--- config.mk ---
export PLATFORM = sky130hd
export DESIGN_NAME = ram_write_first
export DESIGN_NICKNAME = d
export VERILOG_FILES = /design/src/rtl/ram_write_first_pkg.sv /design/src/rtl/ram_wf_clear_seq.sv /design/src/rtl/ram_write_first.sv
export SDC_FILE = /design/constraint.sdc
export NUM_CORES = 1
export LEC_CHECK = 0
export BUFFER_PORTS_ARGS = -buffer_cell sky130_fd_sc_hd__buf_4
export CAP_MARGIN = 30
export CORE_MARGIN = 8
export CORE_UTILIZATION = 43
export DETAILED_ROUTE_END_ITERATION = 16
export PLACE_DENSITY = 0.56
export SLEW_MARGIN = 20
export SYNTH_ARGS = -nofsm -noshare
export SYNTH_HDL_FRONTEND = slang
export SYNTH_HIERARCHICAL = 1
export SYNTH_SLANG_ARGS = --single-unit
--- constraint.sdc ---
create_clock -name clk -period 3.8 [get_ports clk]
set_input_delay 0 -clock clk [delete_from_list [all_inputs] [get_ports clk]]
set_output_delay 0 -clock clk [all_outputs]
set_load 0.01 [all_outputs]
--- src/rtl/ram_write_first_pkg.sv ---
// Shared types for the write-first RAM slice.
// Holds the clear-sequencer state encoding used when RAM_WF_CLEAR_EN is defined.
package ram_write_first_pkg;

    typedef enum logic {
        IDLE  = 1'b0,
        CLEAR = 1'b1
    } clr_state_e;

endpackage

--- src/rtl/ram_wf_clear_seq.sv ---
// Post-reset clear sequencer: walks every address once, writing zero, then goes idle.
// Only instantiated by ram_write_first when RAM_WF_CLEAR_EN is defined.
module ram_wf_clear_seq
    import ram_write_first_pkg::*;
#(
    parameter int ADDRESS_WIDTH = 4
) (
    input  logic                     clk,
    input  logic                     rst,
    output logic                     clr_we,
    output logic [ADDRESS_WIDTH-1:0] clr_addr,
    output logic                     busy
);

    localparam int DEPTH = 1 << ADDRESS_WIDTH;
    localparam logic [ADDRESS_WIDTH-1:0] LAST_ADDR = ADDRESS_WIDTH'(DEPTH - 1);

    clr_state_e                 state;
    clr_state_e                 state_next;
    logic [ADDRESS_WIDTH-1:0]   counter;
    logic [ADDRESS_WIDTH-1:0]   counter_next;

    // Any reset, including one mid-clear, restarts the sweep from address 0.
    always_ff @(posedge clk or posedge rst) begin
        if (rst) begin
            state   <= CLEAR;
            counter <= '0;
        end else begin
            state   <= state_next;
            counter <= counter_next;
        end
    end

    always_comb begin
        state_next   = state;
        counter_next = counter;
        clr_we       = 1'b0;
        busy         = 1'b0;
        if (state == CLEAR) begin
            clr_we       = 1'b1;
            busy         = 1'b1;
            counter_next = counter + ADDRESS_WIDTH'(1);
            if (counter == LAST_ADDR) begin
                state_next = IDLE;
            end
        end
    end

    assign clr_addr = counter;

endmodule

--- src/rtl/ram_write_first.sv ---
// Single-port synchronous RAM, write-first, one-cycle registered read.
// Optional macro RAM_WF_CLEAR_EN adds a busy port and a zero-fill sweep after reset.
module ram_write_first #(
    parameter int DATA_WIDTH    = 32,
    parameter int ADDRESS_WIDTH = 4
) (
    input  logic                     clk,
    input  logic                     rst,
    input  logic                     we,
    input  logic [ADDRESS_WIDTH-1:0] addr,
    input  logic [DATA_WIDTH-1:0]    din,
    output logic [DATA_WIDTH-1:0]    dout
`ifdef RAM_WF_CLEAR_EN
    ,
    output logic                     busy
`endif
);

    localparam int DEPTH = 1 << ADDRESS_WIDTH;

    // Parents preload this array hierarchically from a hex image, so name and index order are fixed.
    logic [DATA_WIDTH-1:0] mem [0:DEPTH-1];

    logic                     mem_we;
    logic [ADDRESS_WIDTH-1:0] mem_addr;
    logic [DATA_WIDTH-1:0]    mem_din;
    logic                     rd_block;

`ifdef RAM_WF_CLEAR_EN
    logic                     clr_we;
    logic [ADDRESS_WIDTH-1:0] clr_addr;

    ram_wf_clear_seq #(
        .ADDRESS_WIDTH (ADDRESS_WIDTH)
    ) u_clear_seq (
        .clk      (clk),
        .rst      (rst),
        .clr_we   (clr_we),
        .clr_addr (clr_addr),
        .busy     (busy)
    );

    // While sweeping, the user port is ignored entirely.
    assign mem_we   = busy ? clr_we   : we;
    assign mem_addr = busy ? clr_addr : addr;
    assign mem_din  = busy ? '0       : din;
    assign rd_block = busy;
`else
    assign mem_we   = we;
    assign mem_addr = addr;
    assign mem_din  = din;
    assign rd_block = 1'b0;
`endif

    // Array has no reset so preloaded images survive; writes are held off while rst is high.
    always_ff @(posedge clk) begin
        if (!rst && mem_we) begin
            mem[mem_addr] <= mem_din;
        end
    end

    always_ff @(posedge clk or posedge rst) begin
        if (rst) begin
            dout <= '0;
        end else if (rd_block) begin
            dout <= '0;
        end else if (we) begin
            dout <= din;
        end else begin
            dout <= mem[addr];
        end
    end

endmodule

* After elaboration in Yosys (flattened, before gate mapping)
Memories as Yosys holds them, arrays and structs flattened. Index checks and enable logic that the tools add are counted.
Word-level totals: register bits after elaboration 32, memory bits (writable) 512, bits of input ports 39, output and inout bits 32, logic and storage cells 7, memories 1
Memory list:
- mem | words 16, width 32, read ports 1, clocked after Yosys merged registers in 0, wr ports 1, RTL line ram_write_first.sv:22 | logic [DATA_WIDTH-1:0] mem [0:DEPTH-1];
Operators by class: mux-type cells 3, reductions and logical operators 2
Operator list (count):
- $mux W32 | 1
- $mux W1 | 2
- $logic_and A1 B1 Y1 | 1
- $logic_not A1 Y1 | 1

* Depth between registers and ports, before layout
Gate-level depths: netlist of the first run.
depth in word-level cells 4, gate-level depth with buffers 8, depth with buffers taken out 4

* Worst setup path before layout of the first run
Ideal clock, no wire load.
path type input to register, start point in addr[0], end point mem mem[3][0], enable pin, setup time 0.461 ns, data arrival time 3.305 ns, path slack 0.034 ns, stages on the path 7, cell sequence buf_6 buf_2 and2_1 clkbuf_1 clkbuf_1 nand2_1 nor3_1
RTL lines:
- from (decl) | RTL line ram_write_first.sv:10 | input logic [ADDRESS_WIDTH-1:0] addr,
- to (decl) | RTL line ram_write_first.sv:22
Straight into the memory's write port.

* Worst setup path in the final report of the first run
start point in addr[2], end point reg dout[31]
On the way: word-level cells in the longest chain between the ends 2
Ends and longest elaborated chain:
- $mem_v2 Z16 W32
- $mux W32 | RTL line ram_write_first.sv:67 | end else if (we) begin
- to (signal assigned) | RTL line ram_write_first.sv:68 | dout <= din;
- to (signal assigned) | RTL line ram_write_first.sv:70 | dout <= mem[addr];
- to (decl) | RTL line ram_write_first.sv:12 | output logic [DATA_WIDTH-1:0] dout
Every way passes these cells.

==> results.cfg, run 1 <==
[setup_path]
crit_fanout = 33
crit_path_cell_trace = dlygate4sd3_1, buf_4, buf_4, or3b_2, o22ai_1, nor3_1, a21oi_1
crit_arrival_ns = 2.75
cp_slowest_cell = or3b_2
criticalPathCategory = primary input to register
worstPathBufferInverterCount = 3
crit_top_cell = buf_4
cp.required_ns = 4.31
cpPeakStageDelay_ns = 0.78
crit_family = buffers and inverters
endpoint_kind = register
start_kind = primary input

[floorplan]
pin_count = 71
die_area_um2 = 55400
rows = 80
die_w_um = 235
initial_core_util = 0.435
core_area_um2 = 47600
die_y_um = 235

[synth]
synthCells = 1047
yosysMostFrequentCell = edfxtp_1
seq_area_frac_synth = 0.781
ys_seq_elements = 544
synth_area_leaders = edfxtp_1 (74%), mux2i_1 (7.5%), mux4_2 (4.1%), dfrtp_1 (3.9%), o22ai_1 (1.6%)
synth_commonest_cells = edfxtp_1 (512), mux2i_1 (156), o22ai_1 (53)
syn-num-nets = 1086
synth_cell_type_count = 30
synth_edf_count = 512
yosysTopAreaCell = edfxtp_1
ys.flop_type = edfxtp_1
post_synth.cell_area_avg_um2 = 19.8
synthArstFlopShare = 0.0588
netlist.area_leader.share = 0.742
syn_area_um2 = 20700
ys_warn_count = 6

[cells_and_area]
syn_to_final_growth_pct = 17.3
nets = 1223
diodes = 0
drive_gt1_frac = 0.207

[grt]
overflow = 0
grtUsageTotal = 0.164
grt_pass1_vias = 10300
antenna_found_initial = 0
grt_start_max_net_pins = 91
grt_pass1_wl_um = 68700

[cts]
cts_buffer_depth = 3
cts_root_buf = clkbuf_16
h-tree-depth = 2
insertion_delay_ns = 0.59
cts_resized = 0
tritoncts = yes
cts_buffers = 55
post-cts-setup-buffers = 0
clock_sinks = 544
clkTransAtPathRegs_ns = 0.06

[drt]
ant_nets = 0
avgRoutedWirePerCell_um = 25.0
avgViaCountPerCell = 5.52
drt_iter0_drc = 831
drt-total-wl_um = 46100
drcViolationCount = 0
vias = 10200
dr.pass1.iters = 5

[sta]
finClkSkew_ns = 0.0123
finalHoldViolCount = 0
slew_headroom = 0.345
drv_slew = 0
whs_ns = 0.113
rsz0062_at_grt = false
final-setup-viol-count = 0
max_freq_ghz = 0.445
tightestPinTransition_ns = 0.983
period_needed_ns = 2.25
period_share = 0.591
setup_tns_ns = 0

[pwr]
p_per_area_nw_per_um2 = 516
vdd_drop_max_v = 0.000396
p_leak_nw = 8.23

[place]
port_buffers = 70
gp_congestion = 0.718
dpl.hpwl_um = 26200

[job]
maxCapViolations = 0

[status]
status = completed

[worst_hold_path]
min_path_type = primary input to register
cells in the final DEF, fill, tap and decap left out, types with 18 or more instances in the layout:
cell type / Yosys / routed
clkbuf_16: 0 / 55
mux2i_1: 156 / 156
a221oi_1: 22 / 22
nor2b_1: 26 / 25
edfxtp_1: 512 / 512
dlygate4sd3_1: 0 / 36
dfrtp_1: 32 / 32
buf_4: 2 / 96
mux4_2: 38 / 38
o22ai_1: 53 / 53
a21oi_1: 23 / 23
nor3_1: 26 / 22
o21ai_0: 22 / 22
mux2_2: 18 / 18
clkbuf_1: 32 / 25
worst reg2reg max path, stage by stage, from the launching register on:
cell and delay, ns:
edfxtp_1 0.36, mux4_1 0.52, mux2_2 0.30, a221o_1 0.36
mux2_2 0.26
sequential cells by signal, indices dropped and copies added (netlist names):
register	cells
dout	32
mem	512
report_power, final:
group	switching (W)	internal (W)	leakage [nW]	total, W
clock network	0.00218	0.00297	0.829	0.00515
logic	0.000407	0.000287	2.42	0.000693
registers	0.0000327	0.00666	4.98	0.00669
final cells by class:
cell class,count,area [um2]
Clock buffer,84,1530
Tap cell,615,769
Clock inverter,19,178
Fill cell,3860,23400
Sequential cell,544,16200
Inverter,2,7.51
Timing Repair Buffer,142,1280
Multi-Input combinational cell,439,4350
path summary, 6_finish.rpt:
kind	start	endpoint	slack (ns)	depth (start not counted)
worst max-delay path	addr[2]	dout[31]	1.55	7
worst min register to register	mem[14][30]	dout[30]	0.70	4
worst min-delay path	we	dout[15]	0.11	2
min in group asynchronous	rst	dout[26]	0.57	4
worst max register to register	mem[7][21]	dout[21]	1.88	4
max in group asynchronous	rst	dout[2]	2.70	5
cells by family after synthesis:
family          share of synthesized area
flops                               0.781
mux                                 0.142
compound gates                     0.0414
simple gates                       0.0217
buf+inv                            0.0141
metal layers:
| metal | vias up | part of all wire | GRT usage |
|---|---|---|---|
| met5 | - | 0 | 0 |
| met4 | 0 | 0.020 | 0.0424 |
| met3 | 58 | 0.051 | 0.0320 |
| met2 | 253 | 0.47 | 0.259 |
| met1 | 5295 | 0.46 | 0.231 |
| li1 | 4577 | - | - |
per-stage QoR:
| stage | utilization | std cells | cell area, um2 | total power [W] | setup WS (ns) |
|---|---|---|---|---|---|
| 2_1_floorplan | - | 1047 | 20700 | 0.00717 | 0.0340 |
| 3_5_place_dp | 0.467 | 1706 | 22200 | 0.00749 | 1.04 |
| 6_report | 0.510 | 1845 | 24300 | 0.0125 | 1.55 |
| 5_1_grt | 0.510 | 1845 | 24300 | 0.0129 | 1.47 |
| 4_1_cts | 0.510 | 1845 | 24300 | 0.0127 | 1.59 |
| 3_3_place_gp | 0.465 | 1702 | 22100 | 0.00748 | 1.11 |
repair_timing:
item,in CTS,in global routing
hold buffers,36,0
setup endpoints to repair,0,0
hold endpoints to repair,576,0
Power figures use the tool's default switching activity.
==> run 2, diff against run 1 <==
--- a/config.mk
+++ b/config.mk
@@ -5,12 +5,13 @@
 export SDC_FILE = /design/constraint.sdc
 export NUM_CORES = 1
 export LEC_CHECK = 0
+export ABC_AREA = 1
 export BUFFER_PORTS_ARGS = -buffer_cell sky130_fd_sc_hd__buf_4
 export CAP_MARGIN = 30
 export CORE_MARGIN = 8
 export CORE_UTILIZATION = 43
 export DETAILED_ROUTE_END_ITERATION = 16
-export PLACE_DENSITY = 0.56
+export PLACE_DENSITY = 0.58
 export SLEW_MARGIN = 20
 export SYNTH_ARGS = -nofsm -noshare
 export SYNTH_HDL_FRONTEND = slang
==> constraint.sdc (replaced) <==
create_clock -name clk -period 1.9 [get_ports clk]
set_input_delay 0 -clock clk [delete_from_list [all_inputs] [get_ports clk]]
set_output_delay 0 -clock clk [all_outputs]
set_load 0.01 [all_outputs]
==> results.cfg, run 2 <==
[cells_and_area]
nets = 2215
diodes = 0
final_common_cell = nand2_1
largest_reg_flops = 512
multi_input_area_um2 = 5490
drive_gt1_frac = 0.103
layout_common_cells = nand2_1 (1,218), edfxtp_1 (512), buf_4 (104)
regArea_um2 = 16200
syn_to_final_growth_pct = 16.6
n_fill_cell = 4530
top_regs = mem: 512 flops, dout: 32 flops
top_register = mem

[synth]
post_synth.cell_area_avg_um2 = 10.8
yosysTopAreaCell = edfxtp_1
ys_warn_count = 6
seq_area_frac_synth = 0.730
syn-num-nets = 2095
yosysMostFrequentCell = nand2_1
syn_area_um2 = 22200
synthCells = 2056
synthArstFlopShare = 0.0588
synth_commonest_cells = nand2_1 (1,218), edfxtp_1 (512), nor2_1 (116)
synth_area_leaders = edfxtp_1 (69%), nand2_1 (21%), dfrtp_1 (3.6%), nor2_1 (2.0%), nand3_1 (1.5%)
netlist.area_leader.share = 0.694
ys_seq_elements = 544
ys.flop_type = edfxtp_1
synth_cell_type_count = 14
synth_edf_count = 512

[cts]
h-tree-depth = 2
tritoncts = yes
clkTransAtPathRegs_ns = 0.06
insertion_delay_ns = 0.60
cts_root_buf = clkbuf_16
cts_buffers = 56
clock_sinks = 544
cts_buffer_depth = 3
post-cts-setup-buffers = 0

[floorplan]
die_area_um2 = 59000
initial_core_util = 0.434
pin_count = 71
core_area_um2 = 51100
rows = 83
die_w_um = 243
die_y_um = 243

[drt]
drt-total-wl_um = 56400
drt_iter0_drc = 1063
ant_nets = 0
dr.pass1.iters = 5
avgViaCountPerCell = 4.99
avgRoutedWirePerCell_um = 19.4
vias = 14500
drcViolationCount = 0

[sta]
finClkSkew_ns = 0.0153
period_needed_ns = 1.58
drv_slew = 0
tightestPinTransition_ns = 0.947
setup_tns_ns = 0
max_freq_ghz = 0.633
rsz0062_at_grt = false
period_share = 0.832
finalHoldViolCount = 0
slew_headroom = 0.368
final-setup-viol-count = 0

[grt]
grt_start_max_net_pins = 91
overflow = 0
grt_pass1_wl_um = 86500
grt_pass1_vias = 14200
grtUsageTotal = 0.189
antenna_found_initial = 0

[setup_path]
cp.required_ns = 2.18
crit_fanout = 16
criticalPathCategory = primary input to register
ff2ff_path_depth = 8
start_kind = primary input
crit_arrival_ns = 1.86
endpoint_kind = register

[pwr]
vdd_drop_max_v = 0.000633
p_leak_nw = 10.4
p_per_area_nw_per_um2 = 980
finalPower_w = 0.0253

[job]
maxCapViolations = 0

[place]
gp_congestion = 0.798
dpl.hpwl_um = 30700
port_buffers = 70

[worst_hold_path]
hold_path_depth = 7
min_path_type = primary input to register

[status]
status = completed
## run 2: changes by cell type after synthesis, moves of 16 or more
cell	change
a221oi_1	-22
mux2_2	-18
o21ai_0	-22
nor2b_1	-26
buf_2	+20
nand2_1	+1213
a21oi_1	-23
mux2i_1	-156
nor2_1	+102
o22ai_1	-53
buf_4	+16
mux4_2	-38
nor3_1	-26
nand3_1	+64
## run 2: logic make-up (layout without fill, tap and decap cells)
| kind of cell | count (synthesis) | in the layout | synth area share |
|---|---|---|---|
| buffers and inverters | 111 | 277 | 0.0289 |
| DFF | 544 | 544 | 0.730 |
| and+or+nand+nor | 1401 | 1401 | 0.241 |
## run 2: layer usage
layer | track usage | vias up | part of all wire
li1 | - | 6956 | -
met3 | 0.0269 | 93 | 0.059
met1 | 0.264 | 7005 | 0.45
met2 | 0.304 | 414 | 0.47
met4 | 0.0628 | 0 | 0.026
met5 | 0 | - | 0
## run 2: stage by stage
step | hold WS [ns] | std cells | util | instance area (um2) | setup slack (ns)
5_1_grt | 0.0973 | 2902 | 0.506 | 25800 | 0.278
3_3_place_gp | 0.152 | 2765 | 0.466 | 23800 | 0.243
3_5_place_dp | 0.150 | 2765 | 0.466 | 23800 | 0.268
2_1_floorplan | 0.0989 | 2056 | - | 22200 | -0.524
4_1_cts | 0.000149 | 2902 | 0.506 | 25800 | 0.351
6_report | 0.0224 | 2902 | 0.506 | 25800 | 0.320
## run 2: repair_timing
action                                  CTS  global route
resized for setup                         0             0
hold buffers                             33             0
hold endpoints to repair                576             0
endpoints found under the setup margin    0             0
## run 2: path summary, 6_finish.rpt
check / from / to / slack (ns)
min in group asynchronous: rst / dout[31] / 0.06
hold / removal: addr[1] / dout[17] / 0.02
hold reg to reg: mem[11][17] / dout[17] / 0.68
setup / recovery: rst / mem[1][6] / 0.32
max in group asynchronous: rst / dout[14] / 1.28
setup reg to reg: mem[8][26] / dout[26] / 0.76
## run 2: cell type report
class / instances / share of cell area
flip-flops and latches: 544 / 0.626
multi-input cells: 1401 / 0.212
repair buffers: 161 / 0.0613
clock buffers: 75 / 0.0578
well taps: 680 / 0.0329
clock inverters: 29 / 0.00765
inverters: 12 / 0.00203
## run 2: critical path, cell delays in order
cell and delay (ns):
dlygate4sd3_1 0.54, buf_4 0.16, nor2_1 0.23, nand3_1 0.37
nor2_4 0.24, buf_4 0.30
## run 2: power breakdown
part | switching [W] | internal, W | total, W
Sequential | 0.0000604 | 0.0133 | 0.0134
Clock | 0.00446 | 0.00578 | 0.0102
Combinational | 0.00116 | 0.000539 | 0.00170
Total | 0.00569 | 0.0196 | 0.0253
==> run 3, diff against run 2 <==
==> constraint.sdc (replaced) <==
create_clock -name clk -period 1.35 [get_ports clk]
set_input_delay 0 -clock clk [delete_from_list [all_inputs] [get_ports clk]]
set_output_delay 0 -clock clk [all_outputs]
set_load 0.01 [all_outputs]
==> results.cfg, run 3 (synthesis results as in run 2) <==
[status]
status = completed

[cells_and_area]
syn_to_final_growth_pct = 20.7
drive_gt1_frac = 0.121
nets = 2242
layout_common_cells = nand2_1 (1,216), edfxtp_1 (512), buf_4 (98)
top_register = mem
final_common_cell = nand2_1
top_regs = mem: 512 flops, dout: 32 flops
n_fill_cell = 4524
diodes = 0
largest_reg_flops = 512

[setup_path]
timing.rr.start = mem[11][4]
ff2ff_setup_slack_ns = 0.17
setup.worst_path.start = rst
reg2reg_to = dout[4]
crit_fanout = 17
endpoint_kind = register
endpoint = mem[14][29]
cp.required_ns = 1.65
crit_arrival_ns = 1.62
ff2ff_path_depth = 8
start_kind = primary input
criticalPathCategory = primary input to register

[drt]
drt-total-wl_um = 58300
vias = 14700
avgViaCountPerCell = 5.01
drcViolationCount = 0
ant_nets = 0
drt_iter0_drc = 1298
dr.pass1.iters = 5
avgRoutedWirePerCell_um = 19.9

[floorplan]
pin_count = 71
core_area_um2 = 51100
initial_core_util = 0.434
rows = 83
die_y_um = 243
die_area_um2 = 59000
die_w_um = 243

[sta]
rsz0062_at_grt = false
period_share = 0.975
worst_slack_ns = 0.0341
slew_headroom = 0.717
final-setup-viol-count = 0
finClkSkew_ns = 0.0116
finalHoldViolCount = 0
whs_ns = 0.152
period_needed_ns = 1.32
tightestPinTransition_ns = 0.424
max_freq_ghz = 0.760
drv_slew = 0

[cts]
tritoncts = yes
cts_resized = 0
cts_buffer_depth = 3
h-tree-depth = 2
clock_sinks = 544
cts_root_buf = clkbuf_16
insertion_delay_ns = 0.60
cts_buffers = 57
clkTransAtPathRegs_ns = 0.06

[grt]
grtUsageTotal = 0.198
grt_pass1_vias = 14800
grt_start_max_net_pins = 68
overflow = 0
antenna_found_initial = 0
grt_pass1_wl_um = 90500

[pwr]
power_frac_seq = 0.501
p_leak_nw = 10.8
vdd_drop_max_v = 0.000954
combinationalPowerShare = 0.069
clkPwrFrac = 0.430
switching_share = 0.220
switchingPower_w = 0.00826
p_per_area_nw_per_um2 = 1400
internal_power_w = 0.0293

[worst_hold_path]
hp-start = addr[2]
min_path_type = primary input to register

[place]
dpl.hpwl_um = 33700
port_buffers = 70
gp_congestion = 0.779
post-place-ws_ns = -0.0975

[job]
maxCapViolations = 0
==> run 3: cell types whose count changed in the layout (fill, tap and decap cells not counted), moves of 3 or more <==
cell,delta
buf_4,-6
clkbuf_8,+4
inv_1,-3
clkbuf_1,-10
bufinv_16,+6
buf_12,+30
==> run 3: worst max-delay path: stages <==
cell           delay, ns
dlygate4sd3_1       0.54
buf_4               0.15
nor2_4              0.12
buf_12              0.14
buf_12              0.10
nand2_4             0.09
nor2_4              0.26
buf_12              0.20
==> run 3: metal layers <==
layer / share of wire / routed length, um / global-route usage
met2: 0.48 / 27900 / 0.324
met4: 0.021 / 1250 / 0.0554
met5: 0 / 0 / 0
met1: 0.45 / 25900 / 0.273
met3: 0.055 / 3220 / 0.0282
==> run 3: area by class of cell <==
class	count	area, um2	share of cell area
clock buffer	71	1560	0.0584
clock inverter	37	387	0.0145
inverter	12	78.8	0.00295
multi-input combinational	1401	5530	0.207
sequential	544	16200	0.605
tap	680	851	0.0318
timing repair buffer	187	2160	0.0807
==> run 3: power by group through the flow <==
stage	combinational (W)	clock (W)	sequential (W)
floorplan	0.00131	0	0.0192
global placement	0.00253	0	0.0192
detailed placement	0.00254	0	0.0192
CTS	0.00263	0.0165	0.0188
global route	0.00289	0.0171	0.0188
finish	0.00260	0.0162	0.0188
==> run 3: through the flow <==
| stage | instances | util | cell area [um2] | power [W] | setup TNS [ns] |
|---|---|---|---|---|---|
| after floorplan | 2056 | - | 22500 | 0.0205 | -62.94 |
| after global placement | 2788 | 0.478 | 24400 | 0.0217 | -8.02 |
| after detailed placement | 2788 | 0.478 | 24400 | 0.0217 | -12.59 |
| after CTS | 2931 | 0.523 | 26700 | 0.0379 | 0 |
| after global routing | 2932 | 0.523 | 26700 | 0.0388 | 0 |
| final | 2932 | 0.523 | 26700 | 0.0376 | 0 |
==> run 3: worst min-delay path by stage <==
stage	cells past startpoint	slack, ns	endpoint
finish	7	0.15	dout[31]
global placement	3	0.09	dout[29]
global route	5	0.17	mem[2][19]
floorplan	0	0.1	mem[0][0]
CTS	7	0.12	dout[31]
detailed placement	3	0.09	dout[29]
==> run 3: repair_timing <==
action | in CTS | in global routing
hold endpoints to repair | 576 | 0
endpoints found under the setup margin | 0 | 17
hold buffers | 35 | 0
buffers inserted | 0 | 1
